$ cat src/rtl/pipe_skid_reg.sv
// Pipeline stage register with optional one-entry skid buffer; bubbles carry zero payload and write enables.
// Build option: define PIPE_SKID_EN for the skid/FULL variant with registered in_ready; otherwise legacy stall.
module pipe_skid_reg #(
   parameter int DATA_W = 32,
   parameter int WE_W   = 4
) (
   input  logic              clk,
   input  logic              rst,
   input  logic              flush,
   input  logic              in_valid,
   input  logic [DATA_W-1:0] in_data,
   input  logic [WE_W-1:0]   in_we,
   output logic              in_ready,
   output logic              out_valid,
   output logic [DATA_W-1:0] out_data,
   output logic [WE_W-1:0]   out_we,
   input  logic              out_ready,
   output logic [1:0]        occupancy
);

   localparam logic [1:0] ST_EMPTY = 2'd0;
   localparam logic [1:0] ST_ONE   = 2'd1;

   // Handshake: an input beat moves when in_valid & in_ready at a rising edge;
   // an output beat moves when out_valid & out_ready at a rising edge.
   logic [1:0]        state_q, state_d;
   logic [DATA_W-1:0] main_data_q, main_data_d;
   logic [WE_W-1:0]   main_we_q, main_we_d;
   logic              accept, transfer;

   // The state encoding equals the held count, so occupancy doubles as the FSM debug view.
   assign occupancy = state_q;
   assign out_valid = (state_q != ST_EMPTY);
   assign out_data  = main_data_q;
   assign out_we    = main_we_q;
   assign transfer  = out_valid & out_ready;
   assign accept    = in_valid & in_ready;

`ifdef PIPE_SKID_EN
   localparam logic [1:0] ST_FULL = 2'd2;

   logic [DATA_W-1:0] skid_data_q, skid_data_d;
   logic [WE_W-1:0]   skid_we_q, skid_we_d;
   logic              in_ready_q;

   assign in_ready = in_ready_q;

   always_comb begin
      state_d     = state_q;
      main_data_d = main_data_q;
      main_we_d   = main_we_q;
      skid_data_d = skid_data_q;
      skid_we_d   = skid_we_q;
      case (state_q)
         ST_EMPTY: begin
            if (accept) begin
               main_data_d = in_data;
               main_we_d   = in_we;
               state_d     = ST_ONE;
            end
         end
         ST_ONE: begin
            if (accept && transfer) begin
               main_data_d = in_data;
               main_we_d   = in_we;
            end else if (accept) begin
               skid_data_d = in_data;
               skid_we_d   = in_we;
               state_d     = ST_FULL;
            end else if (transfer) begin
               main_data_d = '0;
               main_we_d   = '0;
               state_d     = ST_EMPTY;
            end
         end
         ST_FULL: begin
            // Skid always drains into main, so the older entry leaves first.
            if (transfer) begin
               main_data_d = skid_data_q;
               main_we_d   = skid_we_q;
               skid_data_d = '0;
               skid_we_d   = '0;
               state_d     = ST_ONE;
            end
         end
         default: begin
            main_data_d = '0;
            main_we_d   = '0;
            skid_data_d = '0;
            skid_we_d   = '0;
            state_d     = ST_EMPTY;
         end
      endcase
      if (flush) begin
         main_data_d = '0;
         main_we_d   = '0;
         skid_data_d = '0;
         skid_we_d   = '0;
         state_d     = ST_EMPTY;
      end
   end

   always_ff @(posedge clk) begin
      if (rst) begin
         state_q     <= ST_EMPTY;
         main_data_q <= '0;
         main_we_q   <= '0;
         skid_data_q <= '0;
         skid_we_q   <= '0;
         in_ready_q  <= 1'b1;
      end else begin
         state_q     <= state_d;
         main_data_q <= main_data_d;
         main_we_q   <= main_we_d;
         skid_data_q <= skid_data_d;
         skid_we_q   <= skid_we_d;
         in_ready_q  <= (state_d != ST_FULL);
      end
   end

`else
   // Legacy stall: upstream may only advance when main is free or leaving this cycle.
   assign in_ready = out_ready | ~out_valid;

   always_comb begin
      state_d     = state_q;
      main_data_d = main_data_q;
      main_we_d   = main_we_q;
      case (state_q)
         ST_EMPTY: begin
            if (accept) begin
               main_data_d = in_data;
               main_we_d   = in_we;
               state_d     = ST_ONE;
            end
         end
         ST_ONE: begin
            if (accept) begin
               main_data_d = in_data;
               main_we_d   = in_we;
            end else if (transfer) begin
               main_data_d = '0;
               main_we_d   = '0;
               state_d     = ST_EMPTY;
            end
         end
         default: begin
            main_data_d = '0;
            main_we_d   = '0;
            state_d     = ST_EMPTY;
         end
      endcase
      if (flush) begin
         main_data_d = '0;
         main_we_d   = '0;
         state_d     = ST_EMPTY;
      end
   end

   always_ff @(posedge clk) begin
      if (rst) begin
         state_q     <= ST_EMPTY;
         main_data_q <= '0;
         main_we_q   <= '0;
      end else begin
         state_q     <= state_d;
         main_data_q <= main_data_d;
         main_we_q   <= main_we_d;
      end
   end
`endif

endmodule
$ cat config.mk
export PLATFORM = sky130hd
export DESIGN_NAME = pipe_skid_reg
export DESIGN_NICKNAME = d
export VERILOG_FILES = /design/src/rtl/pipe_skid_reg.sv
export SDC_FILE = /design/constraint.sdc
export NUM_CORES = 1
export LEC_CHECK = 0
export CORE_MARGIN = 4
export CORE_UTILIZATION = 35
export DETAILED_ROUTE_END_ITERATION = 12
export PLACE_DENSITY_LB_ADDON = 0.25
export SLEW_MARGIN = 10
export SYNTH_ARGS = -nofsm -noshare
export SYNTH_HDL_FRONTEND = slang
export SYNTH_SLANG_ARGS = --single-unit
$ cat constraint.sdc
create_clock -name clk -period 1.41 [get_ports clk]
set_input_delay 0.141 -clock clk [delete_from_list [all_inputs] [get_ports clk]]
set_output_delay 0.141 -clock clk [all_outputs]
set_load 0.01 [all_outputs]
==> results.txt, run 1 <==
The flow ran to the end, and the final reports show no timing, DRC or antenna violations. The relative area change from synthesis to final layout is 72.68%. The endpoint type of the worst setup path was an output port.

Buffering stage count on the worst path with inverters included: 1. Entering global routing, the biggest net connects 37 pins. After detailed routing, the number of remaining DRC violations is 0. The share of final-layout standard cells stronger than drive strength 1 was 6.509%.

The startpoint identified for the worst hold timing path is in_data[11]. After technology mapping, the gate count stands at 91. The number of post-CTS setup repair buffers was 0.

Counting every net in the synthesized netlist gives 132. The largest total area in the synthesized netlist belongs to sky130_fd_sc_hd__dfxtp_1. The tools report the global routing usage on met1 as 16.60%. The period utilization was 97.51%.

The core region is 0.003337 mm^2. The tools report the number of buffers between clock root and the deepest sink as 2. VDD sags by at most 0.5212 mV. At the later pin of the worst-skew pair, clock insertion delay measures 0.33 ns.

The tools report the final max-slew violation count as 0. Subtracting the final worst setup slack from the clock period gives 1.375 ns. The cell with the biggest individual delay on the critical path was sky130_fd_sc_hd__clkdlybuf4s50_1.

The path class of the tightest hold or removal check is in -> reg. The library cell used most frequently in the layout, excluding fill and tap cells, is sky130_fd_sc_hd__clkdlybuf4s50_1. Overall power consumption after layout is estimated at 0.001931 W. Required time at the endpoint of the critical path: 1.27 ns. After synthesis, the largest area contributor takes up 61.03% of total cell area. TritonCTS built the clock tree. In this run the count of I/O pins placed on the die edge is 81. Before CTS, the worst setup slack after placement is -0.04333 ns.

The via count of the first global-routing pass came out at 1,080. For the worst setup path, the data arrival time is 1.23 ns. The die covers 0.004474 mm^2. The root buffer cell chosen for the clock tree is sky130_fd_sc_hd__clkbuf_4. The run gives 0 as the number of synthesis warnings. The initial antenna violation count was 0; the weighted congestion at the end of routability-driven global placement was 0.6867. The critical path goes through clkdlybuf4s50_1. Based on the critical path, the design can be clocked at up to 727.4 MHz. The H-tree depth reported by CTS was 2; the power density over cell area was 921.5 mW/mm^2. In this run the worst path has a maximum fanout of 2. The kind of start point of the critical path is a flip-flop.

The final-report setup violation count is 0. The post-synthesis sequential element count came out at 37. For the final database, setup skew stands at 0.01567 ns. The total global-route track usage came out at 14.58%. After synthesis, the mean cell area works out to 13.34 um^2. Global routing's busiest layer: met2. Buffers inserted to repair hold after CTS numbered 0. Once the floorplan was initialized, standard cells occupied 36.37% of the core.

The delay of the slowest cell on the worst path is 0.54 ns, and the clock sink count is 37. The iteration count of the initial detailed-routing pass was 2; the number of nets in the final layout was 210. The detail route stage leaves a number of antenna-violating nets equal to 0. The tools report the final count of hold timing violations as 0.

The synthesized netlist occupies a cell area of 0.001214 mm^2. The run gives 0 as the number of inserted diodes. Global routing used 24.50% of the available met2 tracks.

Row generation in the floorplan step produced 21 rows. After clock tree synthesis, the clock-pin slew on the worst setup and hold paths is 0.11 ns. Yosys mapped the design onto 12 distinct sky130hd cell types. Setup repair after global routing left no endpoint under its margin. Summed over all layers, the global routing overflow is 0. Sorting the synthesized cells by area gives the leading types as sky130_fd_sc_hd__dfxtp_1 61%, sky130_fd_sc_hd__a22o_1 26%, sky130_fd_sc_hd__buf_6 7.4%.

The via count of the routed design was 1,022; the number of DRC violations after detailed-routing iteration 0 was 32. The quantity of I/O buffers inserted on ports is 79, and the number of maximum-capacitance violations is 0. After detailed routing, the total wire length is 3.228 mm.

Setup slack closes at 0.03518 ns. The half-perimeter wire length of the detailed placement result is 2.299 mm, and the vertical die dimension is 66.89 um. Summed over all cells, the static leakage comes to 1.107 nW. In the final routed layout, each cell accounts on average for 15.01 um. After detailed routing, the number of vias per cell comes to 4.753.

In the layout the commonest cells are 59 x sky130_fd_sc_hd__clkdlybuf4s50_1, 36 x sky130_fd_sc_hd__a22o_1, 36 x sky130_fd_sc_hd__dfxtp_1. The horizontal extent of the die was 66.89 um; the total of fill cells in the finished design was 275. The most critical setup path has its startpoint at out_data[31]$_SDFFE_PP0P_. The share of the Yosys chip area taken by registers is 61.03%. The final hold slack was 0.3918 ns. For the final routed database, the setup TNS stands at 0 ns. In the global route stage, met3 resource usage came out at 5.228%.

The wire length of the first global-routing pass is 4.892 mm. Counting the buffers created by CTS gives 5. The tools report the beginning of the worst register-to-register path as occupancy[0]$_SDFFE_PP0P_. The start-to-end type of the worst setup path was reg -> out. Grouping stages by cell kind, the critical path spends the most delay in buffers and inverters.
-- synth_stat cells --
master and count:
sky130_fd_sc_hd__and3_1 1, sky130_fd_sc_hd__o211a_1 1, sky130_fd_sc_hd__a22o_1 36, sky130_fd_sc_hd__dfxtp_1 37, sky130_fd_sc_hd__nand2_1 1, sky130_fd_sc_hd__buf_6 8, sky130_fd_sc_hd__a21boi_0 1, sky130_fd_sc_hd__nor2_1 1
sky130_fd_sc_hd__nand2b_4 1, sky130_fd_sc_hd__conb_1 1, sky130_fd_sc_hd__buf_4 2, sky130_fd_sc_hd__inv_1 1
-- registers in the layout, summed over array words and instances, names as in the netlist --
register / flops
occupancy: 1
out_data: 32
out_we: 4
-- power by group --
part / switching, W / internal, W / total [W]
Clock: 0.000322 / 0.000234 / 0.000555
Sequential: 0.0000193 / 0.00108 / 0.00110
Combinational: 0.0000894 / 0.000186 / 0.000276
-- worst reg2reg max path, delay by kind of cell (launching register included) --
family	cells	cell delay (ns)
compound gates	2	0.51
buf+inv	1	0.18
flops	1	0.36
-- logic make-up after synthesis --
| family | count (synthesis) | synth area share [%] |
|---|---|---|
| AOI/OAI and AO/OA | 38 | 27.42 |
| buffers and inverters | 11 | 8.969 |
| DFF | 37 | 61.03 |
| other | 1 | 0.3090 |
| and+or+nand+nor | 4 | 2.268 |
-- routing by layer --
| layer | part of all wire, % | vias to the layer above |
|---|---|---|
| met2 | 50 | 41 |
| met4 | 1.2 | 0 |
| met5 | 0 | - |
| li1 | - | 493 |
| met3 | 7.9 | 5 |
| met1 | 41 | 483 |
-- final cells by class --
class | instances | area [um^2] | area share [%]
tap | 46 | 57.56 | 2.746
clock inverter | 1 | 7.507 | 0.3582
sequential | 37 | 742.0 | 35.40
inverter | 1 | 3.754 | 0.1791
clock buffer | 6 | 51.30 | 2.448
multi-input combinational | 43 | 364.1 | 17.37
timing repair buffer | 81 | 869.6 | 41.49
-- stage by stage --
stage	cell area [um^2]	instances	util [%]
global route	2096	215	62.80
floorplan	1214	91	-
CTS	2053	215	61.53
global placement	1997	208	59.84
detailed placement	1997	208	59.84
finish	2096	215	62.80
-- final timing paths --
| kind | to | slack [ns] | depth (start not counted) |
|---|---|---|---|
| worst min register to register | out_data[25]$_SDFFE_PP0P_ | 0.49 | 1 |
| worst min-delay path | out_data[11]$_SDFFE_PP0P_ | 0.39 | 2 |
| worst max register to register | out_data[3]$_SDFFE_PP0P_ | 0.28 | 3 |
| worst max-delay path | out_data[31] | 0.04 | 1 |
-- timing repair --
item	in CTS	in global routing
hold endpoints to repair	0	0
pin swaps	0	0
cloned	0	0
endpoints found under the setup margin	3	17
gates resized for setup	4	17
No activity file was read; power rests on OpenSTA's default activity.
==> run 2: changes to the inputs <==
--- a/config.mk
+++ b/config.mk
@@ -13,3 +13,4 @@
 export SYNTH_ARGS = -nofsm -noshare
 export SYNTH_HDL_FRONTEND = slang
 export SYNTH_SLANG_ARGS = --single-unit
+export TNS_END_PERCENT = 10
==> results of run 2 <==
No change in the layout: final DEF, timing and power equal those of run 1.
==> run 3: changes to the inputs <==
--- a/config.mk
+++ b/config.mk
@@ -5,9 +5,11 @@
 export SDC_FILE = /design/constraint.sdc
 export NUM_CORES = 1
 export LEC_CHECK = 0
+export CAP_MARGIN = 0
 export CORE_MARGIN = 4
 export CORE_UTILIZATION = 35
 export DETAILED_ROUTE_END_ITERATION = 12
+export HOLD_SLACK_MARGIN = 0.15
 export PLACE_DENSITY_LB_ADDON = 0.25
 export SLEW_MARGIN = 10
 export SYNTH_ARGS = -nofsm -noshare
==> results of run 3 <==
No change in the layout: final DEF, timing and power equal those of run 1.
